--- src/rtl/multicycle_controller_if.sv ---
// Control/status bundle between the multicycle controller and its datapath/memory.
// master = controller side, slave = datapath/memory side.
interface multicycle_controller_if;
    logic [6:0] opcode;
    logic [2:0] funct3;
    logic [6:0] funct7;
    logic       equal;
    logic       lessThan;
    logic       halt;
    logic       mem_ready;

    logic       mem_req;
    logic       mem_write;
    logic       mem_addr_sel;
    logic       ir_write;
    logic       pc_write;
    logic       reg_write_en;
    logic       alu_b_sel;
    logic       branch_unsigned;
    logic [1:0] alu_a_sel;
    logic [1:0] wb_sel;
    logic [1:0] pc_src;
    logic [3:0] alu_op;
    logic       instr_done;
    logic       illegal;
    logic [3:0] state_o;

    modport master (
        input  opcode, funct3, funct7, equal, lessThan, halt, mem_ready,
        output mem_req, mem_write, mem_addr_sel, ir_write, pc_write, reg_write_en,
               alu_b_sel, branch_unsigned, alu_a_sel, wb_sel, pc_src, alu_op,
               instr_done, illegal, state_o
    );

    modport slave (
        output opcode, funct3, funct7, equal, lessThan, halt, mem_ready,
        input  mem_req, mem_write, mem_addr_sel, ir_write, pc_write, reg_write_en,
               alu_b_sel, branch_unsigned, alu_a_sel, wb_sel, pc_src, alu_op,
               instr_done, illegal, state_o
    );
endinterface

--- src/rtl/multicycle_controller.sv ---
// Multicycle RV32I-style control FSM: fetch/decode/execute/memory/writeback sequencing.
// Outputs are Moore/Mealy decodes of the state and are forced low while rst_n is low.
//
// state  | meaning
// FETCH  | request instruction at PC; on grant latch IR and advance PC
// DECODE | classify opcode, reject illegal encodings
// EXEC   | ALU operation for ALU/LUI/AUIPC/address generation
// MEM_RD | load request at ALU address, held until granted
// MEM_WR | store request at ALU address, retires on grant
// WB     | register writeback, retire
// BRANCH | target compute, conditional PC write, retire
// JUMP   | link writeback and PC write, retire
// TRAP   | illegal instruction, parked until reset
module multicycle_controller (
    input  logic                   clk,
    input  logic                   rst_n,
    multicycle_controller_if.master bus
);
    localparam logic [3:0] S_FETCH  = 4'd0;
    localparam logic [3:0] S_DECODE = 4'd1;
    localparam logic [3:0] S_EXEC   = 4'd2;
    localparam logic [3:0] S_MEM_RD = 4'd3;
    localparam logic [3:0] S_MEM_WR = 4'd4;
    localparam logic [3:0] S_WB     = 4'd5;
    localparam logic [3:0] S_BRANCH = 4'd6;
    localparam logic [3:0] S_JUMP   = 4'd7;
    localparam logic [3:0] S_TRAP   = 4'd8;

    localparam logic [6:0] OP_R      = 7'b0110011;
    localparam logic [6:0] OP_I      = 7'b0010011;
    localparam logic [6:0] OP_LOAD   = 7'b0000011;
    localparam logic [6:0] OP_STORE  = 7'b0100011;
    localparam logic [6:0] OP_LUI    = 7'b0110111;
    localparam logic [6:0] OP_AUIPC  = 7'b0010111;
    localparam logic [6:0] OP_BRANCH = 7'b1100011;
    localparam logic [6:0] OP_JAL    = 7'b1101111;
    localparam logic [6:0] OP_JALR   = 7'b1100111;

    localparam logic [3:0] ALU_ADD  = 4'b0000;
    localparam logic [3:0] ALU_SUB  = 4'b0001;
    localparam logic [3:0] ALU_SLL  = 4'b0010;
    localparam logic [3:0] ALU_SLT  = 4'b0011;
    localparam logic [3:0] ALU_SLTU = 4'b0100;
    localparam logic [3:0] ALU_XOR  = 4'b0101;
    localparam logic [3:0] ALU_SRL  = 4'b0110;
    localparam logic [3:0] ALU_SRA  = 4'b0111;
    localparam logic [3:0] ALU_OR   = 4'b1000;
    localparam logic [3:0] ALU_AND  = 4'b1001;

    logic [3:0] state_q, state_d;

    logic       r_legal, i_legal, br_legal, br_taken;
    logic [3:0] r_alu_op, i_alu_op;

    logic       mem_req, mem_write, mem_addr_sel, ir_write, pc_write, reg_write_en;
    logic       alu_b_sel, branch_unsigned, instr_done, illegal;
    logic [1:0] alu_a_sel, wb_sel, pc_src;
    logic [3:0] alu_op;

    always_ff @(posedge clk or negedge rst_n) begin
        if (!rst_n) state_q <= S_FETCH;
        else        state_q <= state_d;
    end

    always_comb begin
        r_legal  = 1'b1;
        r_alu_op = ALU_ADD;
        case ({bus.funct7, bus.funct3})
            10'b0000000_000: r_alu_op = ALU_ADD;
            10'b0100000_000: r_alu_op = ALU_SUB;
            10'b0000000_001: r_alu_op = ALU_SLL;
            10'b0000000_010: r_alu_op = ALU_SLT;
            10'b0000000_011: r_alu_op = ALU_SLTU;
            10'b0000000_100: r_alu_op = ALU_XOR;
            10'b0000000_101: r_alu_op = ALU_SRL;
            10'b0100000_101: r_alu_op = ALU_SRA;
            10'b0000000_110: r_alu_op = ALU_OR;
            10'b0000000_111: r_alu_op = ALU_AND;
            default:         r_legal  = 1'b0;
        endcase
    end

    always_comb begin
        i_alu_op = ALU_ADD;
        case (bus.funct3)
            3'b000:  i_alu_op = ALU_ADD;
            3'b001:  i_alu_op = ALU_SLL;
            3'b010:  i_alu_op = ALU_SLT;
            3'b011:  i_alu_op = ALU_SLTU;
            3'b100:  i_alu_op = ALU_XOR;
            3'b101:  i_alu_op = (bus.funct7 == 7'b0100000) ? ALU_SRA : ALU_SRL;
            3'b110:  i_alu_op = ALU_OR;
            default: i_alu_op = ALU_AND;
        endcase
    end

    // Only the shift-left immediate has a constrained upper field; srli/srai fall back to srl.
    assign i_legal  = !((bus.funct3 == 3'b001) && (bus.funct7 != 7'b0000000));
    assign br_legal = (bus.funct3 != 3'b010) && (bus.funct3 != 3'b011);

    always_comb begin
        br_taken = 1'b0;
        case (bus.funct3)
            3'b000:         br_taken = bus.equal;
            3'b001:         br_taken = !bus.equal;
            3'b100, 3'b110: br_taken = bus.lessThan;
            3'b101, 3'b111: br_taken = !bus.lessThan;
            default:        br_taken = 1'b0;
        endcase
    end

    always_comb begin
        state_d         = state_q;
        mem_req         = 1'b0;
        mem_write       = 1'b0;
        mem_addr_sel    = 1'b0;
        ir_write        = 1'b0;
        pc_write        = 1'b0;
        reg_write_en    = 1'b0;
        alu_b_sel       = 1'b0;
        branch_unsigned = 1'b0;
        instr_done      = 1'b0;
        illegal         = 1'b0;
        alu_a_sel       = 2'b00;
        wb_sel          = 2'b00;
        pc_src          = 2'b00;
        alu_op          = ALU_ADD;

        case (state_q)
            S_FETCH: begin
                if (!bus.halt) begin
                    mem_req = 1'b1;
                    if (bus.mem_ready) begin
                        ir_write = 1'b1;
                        pc_write = 1'b1;
                        state_d  = S_DECODE;
                    end
                end
            end

            S_DECODE: begin
                case (bus.opcode)
                    OP_R:                              state_d = r_legal  ? S_EXEC   : S_TRAP;
                    OP_I:                              state_d = i_legal  ? S_EXEC   : S_TRAP;
                    OP_LOAD, OP_STORE, OP_LUI, OP_AUIPC: state_d = S_EXEC;
                    OP_BRANCH:                         state_d = br_legal ? S_BRANCH : S_TRAP;
                    OP_JAL, OP_JALR:                   state_d = S_JUMP;
                    default:                           state_d = S_TRAP;
                endcase
            end

            S_EXEC: begin
                alu_b_sel = 1'b1;
                case (bus.opcode)
                    OP_R: begin
                        alu_b_sel = 1'b0;
                        alu_op    = r_alu_op;
                    end
                    OP_I:     alu_op    = i_alu_op;
                    OP_LUI:   alu_a_sel = 2'b10;
                    OP_AUIPC: alu_a_sel = 2'b01;
                    default:  alu_op    = ALU_ADD;
                endcase
                if (bus.opcode == OP_LOAD)       state_d = S_MEM_RD;
                else if (bus.opcode == OP_STORE) state_d = S_MEM_WR;
                else                             state_d = S_WB;
            end

            S_MEM_RD: begin
                mem_req      = 1'b1;
                mem_addr_sel = 1'b1;
                if (bus.mem_ready) state_d = S_WB;
            end

            S_MEM_WR: begin
                mem_req      = 1'b1;
                mem_write    = 1'b1;
                mem_addr_sel = 1'b1;
                if (bus.mem_ready) begin
                    instr_done = 1'b1;
                    state_d    = S_FETCH;
                end
            end

            S_WB: begin
                reg_write_en = 1'b1;
                instr_done   = 1'b1;
                wb_sel       = (bus.opcode == OP_LOAD) ? 2'b01 : 2'b00;
                state_d      = S_FETCH;
            end

            S_BRANCH: begin
                alu_a_sel       = 2'b01;
                alu_b_sel       = 1'b1;
                pc_src          = 2'b01;
                branch_unsigned = bus.funct3[2] & bus.funct3[1];
                pc_write        = br_taken;
                instr_done      = 1'b1;
                state_d         = S_FETCH;
            end

            S_JUMP: begin
                alu_b_sel    = 1'b1;
                reg_write_en = 1'b1;
                wb_sel       = 2'b10;
                pc_write     = 1'b1;
                instr_done   = 1'b1;
                if (bus.opcode == OP_JALR) begin
                    alu_a_sel = 2'b00;
                    pc_src    = 2'b10;
                end else begin
                    alu_a_sel = 2'b01;
                    pc_src    = 2'b01;
                end
                state_d = S_FETCH;
            end

            S_TRAP: begin
                illegal = 1'b1;
                state_d = S_TRAP;
            end

            default: state_d = S_FETCH;
        endcase
    end

    // Gate with rst_n so a pending request or write drops the instant reset asserts.
    assign bus.mem_req         = rst_n & mem_req;
    assign bus.mem_write       = rst_n & mem_write;
    assign bus.mem_addr_sel    = rst_n & mem_addr_sel;
    assign bus.ir_write        = rst_n & ir_write;
    assign bus.pc_write        = rst_n & pc_write;
    assign bus.reg_write_en    = rst_n & reg_write_en;
    assign bus.alu_b_sel       = rst_n & alu_b_sel;
    assign bus.branch_unsigned = rst_n & branch_unsigned;
    assign bus.instr_done      = rst_n & instr_done;
    assign bus.illegal         = rst_n & illegal;
    assign bus.alu_a_sel       = {2{rst_n}} & alu_a_sel;
    assign bus.wb_sel          = {2{rst_n}} & wb_sel;
    assign bus.pc_src          = {2{rst_n}} & pc_src;
    assign bus.alu_op          = {4{rst_n}} & alu_op;
    assign bus.state_o         = state_q;
endmodule

--- src/flat_wrapper.sv ---
// flat-port wrapper written by rule: the top's interface ports become plain ports
module multicycle_controller_flat 
  (clk, rst_n, bus_opcode, bus_funct3, bus_funct7, bus_equal, bus_lessThan, bus_halt, bus_mem_ready, bus_mem_req, bus_mem_write, bus_mem_addr_sel, bus_ir_write, bus_pc_write, bus_reg_write_en, bus_alu_b_sel, bus_branch_unsigned, bus_alu_a_sel, bus_wb_sel, bus_pc_src, bus_alu_op, bus_instr_done, bus_illegal, bus_state_o);
  multicycle_controller_if bus_i ();
  input  logic clk;
  input  logic rst_n;
  input wire logic [$bits(bus_i.opcode)-1:0] bus_opcode;
  input wire logic [$bits(bus_i.funct3)-1:0] bus_funct3;
  input wire logic [$bits(bus_i.funct7)-1:0] bus_funct7;
  input wire logic [$bits(bus_i.equal)-1:0] bus_equal;
  input wire logic [$bits(bus_i.lessThan)-1:0] bus_lessThan;
  input wire logic [$bits(bus_i.halt)-1:0] bus_halt;
  input wire logic [$bits(bus_i.mem_ready)-1:0] bus_mem_ready;
  output wire logic [$bits(bus_i.mem_req)-1:0] bus_mem_req;
  output wire logic [$bits(bus_i.mem_write)-1:0] bus_mem_write;
  output wire logic [$bits(bus_i.mem_addr_sel)-1:0] bus_mem_addr_sel;
  output wire logic [$bits(bus_i.ir_write)-1:0] bus_ir_write;
  output wire logic [$bits(bus_i.pc_write)-1:0] bus_pc_write;
  output wire logic [$bits(bus_i.reg_write_en)-1:0] bus_reg_write_en;
  output wire logic [$bits(bus_i.alu_b_sel)-1:0] bus_alu_b_sel;
  output wire logic [$bits(bus_i.branch_unsigned)-1:0] bus_branch_unsigned;
  output wire logic [$bits(bus_i.alu_a_sel)-1:0] bus_alu_a_sel;
  output wire logic [$bits(bus_i.wb_sel)-1:0] bus_wb_sel;
  output wire logic [$bits(bus_i.pc_src)-1:0] bus_pc_src;
  output wire logic [$bits(bus_i.alu_op)-1:0] bus_alu_op;
  output wire logic [$bits(bus_i.instr_done)-1:0] bus_instr_done;
  output wire logic [$bits(bus_i.illegal)-1:0] bus_illegal;
  output wire logic [$bits(bus_i.state_o)-1:0] bus_state_o;
  assign bus_i.opcode = bus_opcode;
  assign bus_i.funct3 = bus_funct3;
  assign bus_i.funct7 = bus_funct7;
  assign bus_i.equal = bus_equal;
  assign bus_i.lessThan = bus_lessThan;
  assign bus_i.halt = bus_halt;
  assign bus_i.mem_ready = bus_mem_ready;
  assign bus_mem_req = bus_i.mem_req;
  assign bus_mem_write = bus_i.mem_write;
  assign bus_mem_addr_sel = bus_i.mem_addr_sel;
  assign bus_ir_write = bus_i.ir_write;
  assign bus_pc_write = bus_i.pc_write;
  assign bus_reg_write_en = bus_i.reg_write_en;
  assign bus_alu_b_sel = bus_i.alu_b_sel;
  assign bus_branch_unsigned = bus_i.branch_unsigned;
  assign bus_alu_a_sel = bus_i.alu_a_sel;
  assign bus_wb_sel = bus_i.wb_sel;
  assign bus_pc_src = bus_i.pc_src;
  assign bus_alu_op = bus_i.alu_op;
  assign bus_instr_done = bus_i.instr_done;
  assign bus_illegal = bus_i.illegal;
  assign bus_state_o = bus_i.state_o;
  multicycle_controller u_core (.clk(clk), .rst_n(rst_n), .bus(bus_i));
endmodule
--- config.mk ---
export PLATFORM = sky130hd
export DESIGN_NAME = multicycle_controller_flat
export DESIGN_NICKNAME = d
export VERILOG_FILES = /design/src/rtl/multicycle_controller_if.sv /design/src/rtl/multicycle_controller.sv /design/src/flat_wrapper.sv
export SDC_FILE = /design/constraint.sdc
export NUM_CORES = 1
export LEC_CHECK = 0
export CORE_UTILIZATION = 40
export CTS_BUF_LIST = sky130_fd_sc_hd__clkbuf_16
export DETAILED_ROUTE_END_ITERATION = 10
export PLACE_DENSITY = 0.83
export RECOVER_POWER = 100
export SLEW_MARGIN = 15
export SYNTH_ARGS = -nofsm -noshare
export SYNTH_HDL_FRONTEND = slang
export SYNTH_SLANG_ARGS = --single-unit
--- constraint.sdc ---
create_clock -name clk -period 2.76 [get_ports clk]
set_input_delay 0.552 -clock clk [delete_from_list [all_inputs] [get_ports clk]]
set_output_delay 0.552 -clock clk [all_outputs]
set_load 0.01 [all_outputs]
# Word level (Yosys, flattened, before mapping)
# Index checks and enable logic that the tools add are counted.
# W data, S select, Z words.
dict set report word_totals {
  elab_cells 113
  inputBits 23
  ff_bits 4
}
dict set report classes {
  n_mux 39
  n_bitwise 15
  eq_ne 40
  n_reduce_logical 18
}
# cell n
set op_table {}
lappend op_table {{$eq A10 B3 Y1 const B} 4}
lappend op_table {{$mux W4} 9}
lappend op_table {{$pmux W4 S9} 1}
lappend op_table {{$eq A7 B6 Y1 const B} 4}
lappend op_table {{$pmux W4 S7} 1}
lappend op_table {{$pmux W4 S6} 1}
lappend op_table {{$eq A7 B7 Y1 const B} 3}
lappend op_table {{$eq A10 B2 Y1 const B} 2}
lappend op_table {{$eq A10 B9 Y1 const B} 2}
lappend op_table {{$pmux W4 S5} 1}
lappend op_table {{$eq A4 B3 Y1 const B} 4}
lappend op_table {{$mux W1} 15}
lappend op_table {{$eq A7 B5 Y1 const B} 2}
lappend op_table {{$eq A3 B3 Y1 const B} 4}
lappend op_table {{$pmux W2 S2} 3}
lappend op_table {{$reduce_or A2 Y1} 6}
lappend op_table {{$and A1 B1 Y1} 11}
lappend op_table {{$eq A10 B1 Y1 const B} 1}
lappend op_table {{$logic_not A10 Y1} 1}
lappend op_table {{$reduce_or A10 Y1} 1}
lappend op_table {{$eq A4 B2 Y1 const B} 2}
lappend op_table {{$ne A2 B2 Y1 const B} 4}
lappend op_table {{$pmux W4 S2} 1}
lappend op_table {{$eq A7 B2 Y1 const B} 1}
lappend op_table {{other kinds (20)} 28}

# Depth between registers and ports, before layout
dict set report depth {
  depth_word 6
  mapped_depth 5
  ltp_nobuf 4
}

# Least setup slack after synthesis
# OpenSTA, ideal clock, no wires.
dict set report synth_path {
  path_kind {input port to output port}
  from {input port bus_funct7[0]}
  to {output port bus_alu_op[0]}
  setup_slack_ns 0.060
  arrival_time_ns 2.148
  cell_stages 4
  path_cell_list {or4_4 -> or3_1 -> or4b_1 -> o32ai_1}
}
dict set report synth_via {
  elab_chain_len 6
  word_cells_on_any_way 16
  classes_between {10 x eq/ne; 5 x mux; 1 x bitwise}
}
# item line_no
set synth_lines {}
lappend synth_lines {{start: declaration} flat_wrapper.sv:9} ;# input wire logic [$bits(bus_i.funct7)-1:0] bus_funct7;
lappend synth_lines {{$eq A7 B6 Y1} multicycle_controller.sv:91} ;# 3'b101: i_alu_op = (bus.funct7 == 7'b0100000) ? ALU_SRA : ALU_SRL;
lappend synth_lines {{$mux W1} multicycle_controller.sv:91}
lappend synth_lines {{$pmux W4 S7} multicycle_controller.sv:85} ;# case (bus.funct3)
lappend synth_lines {{$pmux W4 S2 *} multicycle_controller.sv:154} ;# case (bus.opcode)
lappend synth_lines {{$mux W4 *} multicycle_controller.sv:129} ;# case (state_q)
lappend synth_lines {{$and A4 B4 Y4 *} multicycle_controller.sv:241} ;# assign bus.alu_op = {4{rst_n}} & alu_op;
lappend synth_lines {{end: declaration} flat_wrapper.sv:25} ;# output wire logic [$bits(bus_i.alu_op)-1:0] bus_alu_op;
# Mark *: on every way between the ends. The rest lies on a longest branch, timed or not.

# Worst setup path after layout
dict set report layout_path {
  from {input port bus_funct7[1]}
  to {output port bus_alu_op[2]}
}
dict set report layout_via {
  elab_chain_len 5
  word_cells_on_any_way 13
  classes_between {9 x eq/ne; 3 x mux; 1 x bitwise}
}
# item line_no
set layout_lines {}
lappend layout_lines {{$eq A10 B3 Y1, or another cell as far along} multicycle_controller.sv:68} ;# case ({bus.funct7, bus.funct3})
lappend layout_lines {{$pmux W4 S9 *} multicycle_controller.sv:68}
lappend layout_lines {{$pmux W4 S2 *} multicycle_controller.sv:154}
lappend layout_lines {{$mux W4 *} multicycle_controller.sv:129}
lappend layout_lines {{$and A4 B4 Y4 *} multicycle_controller.sv:241}
# Marks and branches as above.

==> reports/qor.yml <==
die:
  die-area_mm2: 0.002557
  fp.dieH_um: 50.57
  initial_core_util_pct: 42.65
  fp.dieW_um: 50.57
  placementRows: 17
  core_area_mm2: 0.002212
  io-pin-count: 47
clock_network:
  numCtsBuffers: 3
  cts-root-buf: "clkbuf_16"
  hold_buffers: 0
  cts_tree: "done"
  clock-sinks: 4
  clock_latency_ps: 220
  ctsHtreeMaxLevel: 1
  ctsLongestPathBuffers: 2
  clkTransAtPathRegs_ps: 30
pwr:
  p_leak_nw: 0.8158
  irDropWorstVdd_mv: 0.3922
  cellPowerDensity_mw_per_mm2: 394.6
  finalPower_w: 0.0007183
route:
  vias: 1596
  drc: 0
  first_pass_iters: 5
  drt_iter0_drc: 79
  via_per_inst: 6.259
  wl_um: 4972
  avgRoutedWirePerCell_um: 19.50
  drtAntennaViolNets: 0
logic_synthesis:
  synth_cell_types: 45
  synth_ff_type: "dfrtp_1"
  yosysTopAreaCellShare_pct: 10.61
  ys_top_cells_by_count: "nand2_1 (15), nor2_1 (14), nor2b_1 (12)"
  netlist_instances: 147
  synth_edf_count: 0
  netlist_area_um2: 943.4
  ys_seq_area_share_pct: 10.61
  synth_most_common_cell: "nand2_1"
  synth.avg_cell_area_um2: 6.418
  synthArstFlopShare_pct: 100.0
  synth-warning-count: 0
  ys_ff_latch: 4
  ys_top_cells_by_area: "dfrtp_1 (11%), nor2b_1 (8.0%), nand2_1 (6.0%)"
  synth_fp_nets: 170
  synth.largest_area_cell: "dfrtp_1"
layout:
  final_util_pct: 82.30
  largest_register_ffs: 4
  synthToLayoutAreaGrowth_pct: 92.97
  nNetsFinal: 252
  drive_gt1_share_pct: 29.96
  diodes: 0
critical_path:
  worstSetupStartpointType: "input port"
  cp_max_fo: 2
  rrSetupSlack_ps: 880
  worstSetupEndpointType: "primary output"
  reg2reg_depth: 5
  cp.arrival_ps: 2400
  crit_type: "input port to primary output"
  crit_required_ps: 2210
global_routing:
  gr-usage-all-layers_pct: 38.56
  grt_pass1_vias: 1553
  grt_max_degree: 18
  grt-ovfl-total: 0
  antenna_found_initial: 0
  grt_pass1_wl_um: 7396
sta:
  fmax_mhz: 338.3
  slew_viol_final: 0
  worst_pin_slew_ps: 749.2
  finalClockSkew_ps: 0.2353
  postLayoutSetupSlackWorst_ps: -196.3
  hold_viol_final: 0
  setup-violations-final: 6
  whs_ps: 430.9
  maxSlewHeadroom_pct: 50.06
  fin_crit_ps: 2956
  period_share_pct: 107.1
  rsz0062_at_grt: "yes"
placed_design:
  place_congestion: 0.9299
  port-buffer-count: 46
  dpl.hpwl_um: 2902
job:
  maxCapViolCount: 0
outcome:
  violations: "negative setup slack"
  status: "complete, but fails checks"
min_path:
  hp-class: "input port to asynchronous set/reset pin"
through the flow:
stage | setup WS, ps | instances | TNS [ps] | cell area (um^2)
2_1_floorplan | 59.98 | 147 | 0 | 943.4
3_3_place_gp | -881.6 | 248 | -4994 | 1677
3_5_place_dp | -969.8 | 248 | -5730 | 1677
4_1_cts | -172.8 | 255 | -334.1 | 1842
5_1_grt | -221.7 | 255 | -884.5 | 1821
6_report | -196.3 | 255 | -656.7 | 1821
path summary, 6_finish.rpt:
check,start,endpoint
setup / recovery,bus_funct7[1],bus_alu_op[2]
hold / removal,rst_n,u_core.bus.state_o[1]$_DFFE_PN0P_
setup reg to reg,u_core.bus.state_o[2]$_DFFE_PN0P_,u_core.bus.state_o[2]$_DFFE_PN0P_
hold reg to reg,u_core.bus.state_o[0]$_DFFE_PN0P_,u_core.bus.state_o[0]$_DFFE_PN0P_
max in group asynchronous,rst_n,u_core.bus.state_o[2]$_DFFE_PN0P_
min in group clk,u_core.bus.state_o[0]$_DFFE_PN0P_,u_core.bus.state_o[0]$_DFFE_PN0P_
placed cells by master, fill, tap and decap left out, drive strengths merged, types with 3 or more instances in the layout:
cell / n
nand2b: 5
dfrtp: 4
buf: 41
dlygate4sd2: 15
xor2: 3
o21ai: 7
nor2: 14
inv: 5
nand3: 7
dlymetal6s2s: 3
nand3b: 3
clkbuf: 13
clkdlybuf4s50: 16
nor3: 8
nor2b: 12
nand2: 15
a21oi: 11
final cells by class:
| class | count | area [um^2] |
|---|---|---|
| Sequential cell | 4 | 100.1 |
| Timing Repair Buffer | 89 | 724.4 |
| Fill cell | 133 | 391.6 |
| Clock buffer | 3 | 75.07 |
| Inverter | 5 | 18.77 |
| Tap cell | 28 | 35.03 |
| Multi-Input combinational cell | 126 | 867.1 |
kinds of logic (layout without fill, tap and decap cells):
logic type	count (synthesis)	in the layout	synth area share (%)
AOI/OAI and AO/OA	37	37	26.13
xor gates and xnor gates	5	5	4.643
buffers and inverters	17	97	7.825
DFF	4	4	10.61
and+or+nand+nor	84	84	50.79
power by group:
group	leakage (nW)	switching [W]	internal, W	total [W]
combinational	0.727	0.000234	0.000169	0.000403
clock	0.0370	0.0000430	0.000185	0.000228
sequential	0.0523	0.0000134	0.0000733	0.0000867
timing repair:
item / 4_1_cts / 5_1_grt
pin swaps: 6 / 6
buffers inserted: 4 / 0
resized for setup: 58 / 15
endpoints found under the setup margin: 16 / 9
routing by layer:
metal  global-route usage [%]  part of all wire, %  up-vias
li1                         -                    -      697
met1                    42.37                   37      738
met2                    70.44                   49      125
met3                    5.455                  8.8       36
met4                    20.37                  5.6        0
met5                        0                    0        -
worst max-delay path, stage by stage:
cell and delay [ps]:
buf_2 110, or4_4 520, or3_4 360, or4b_4 570, o22ai_2 140, buf_2 150
Power figures use the tool's default switching activity.
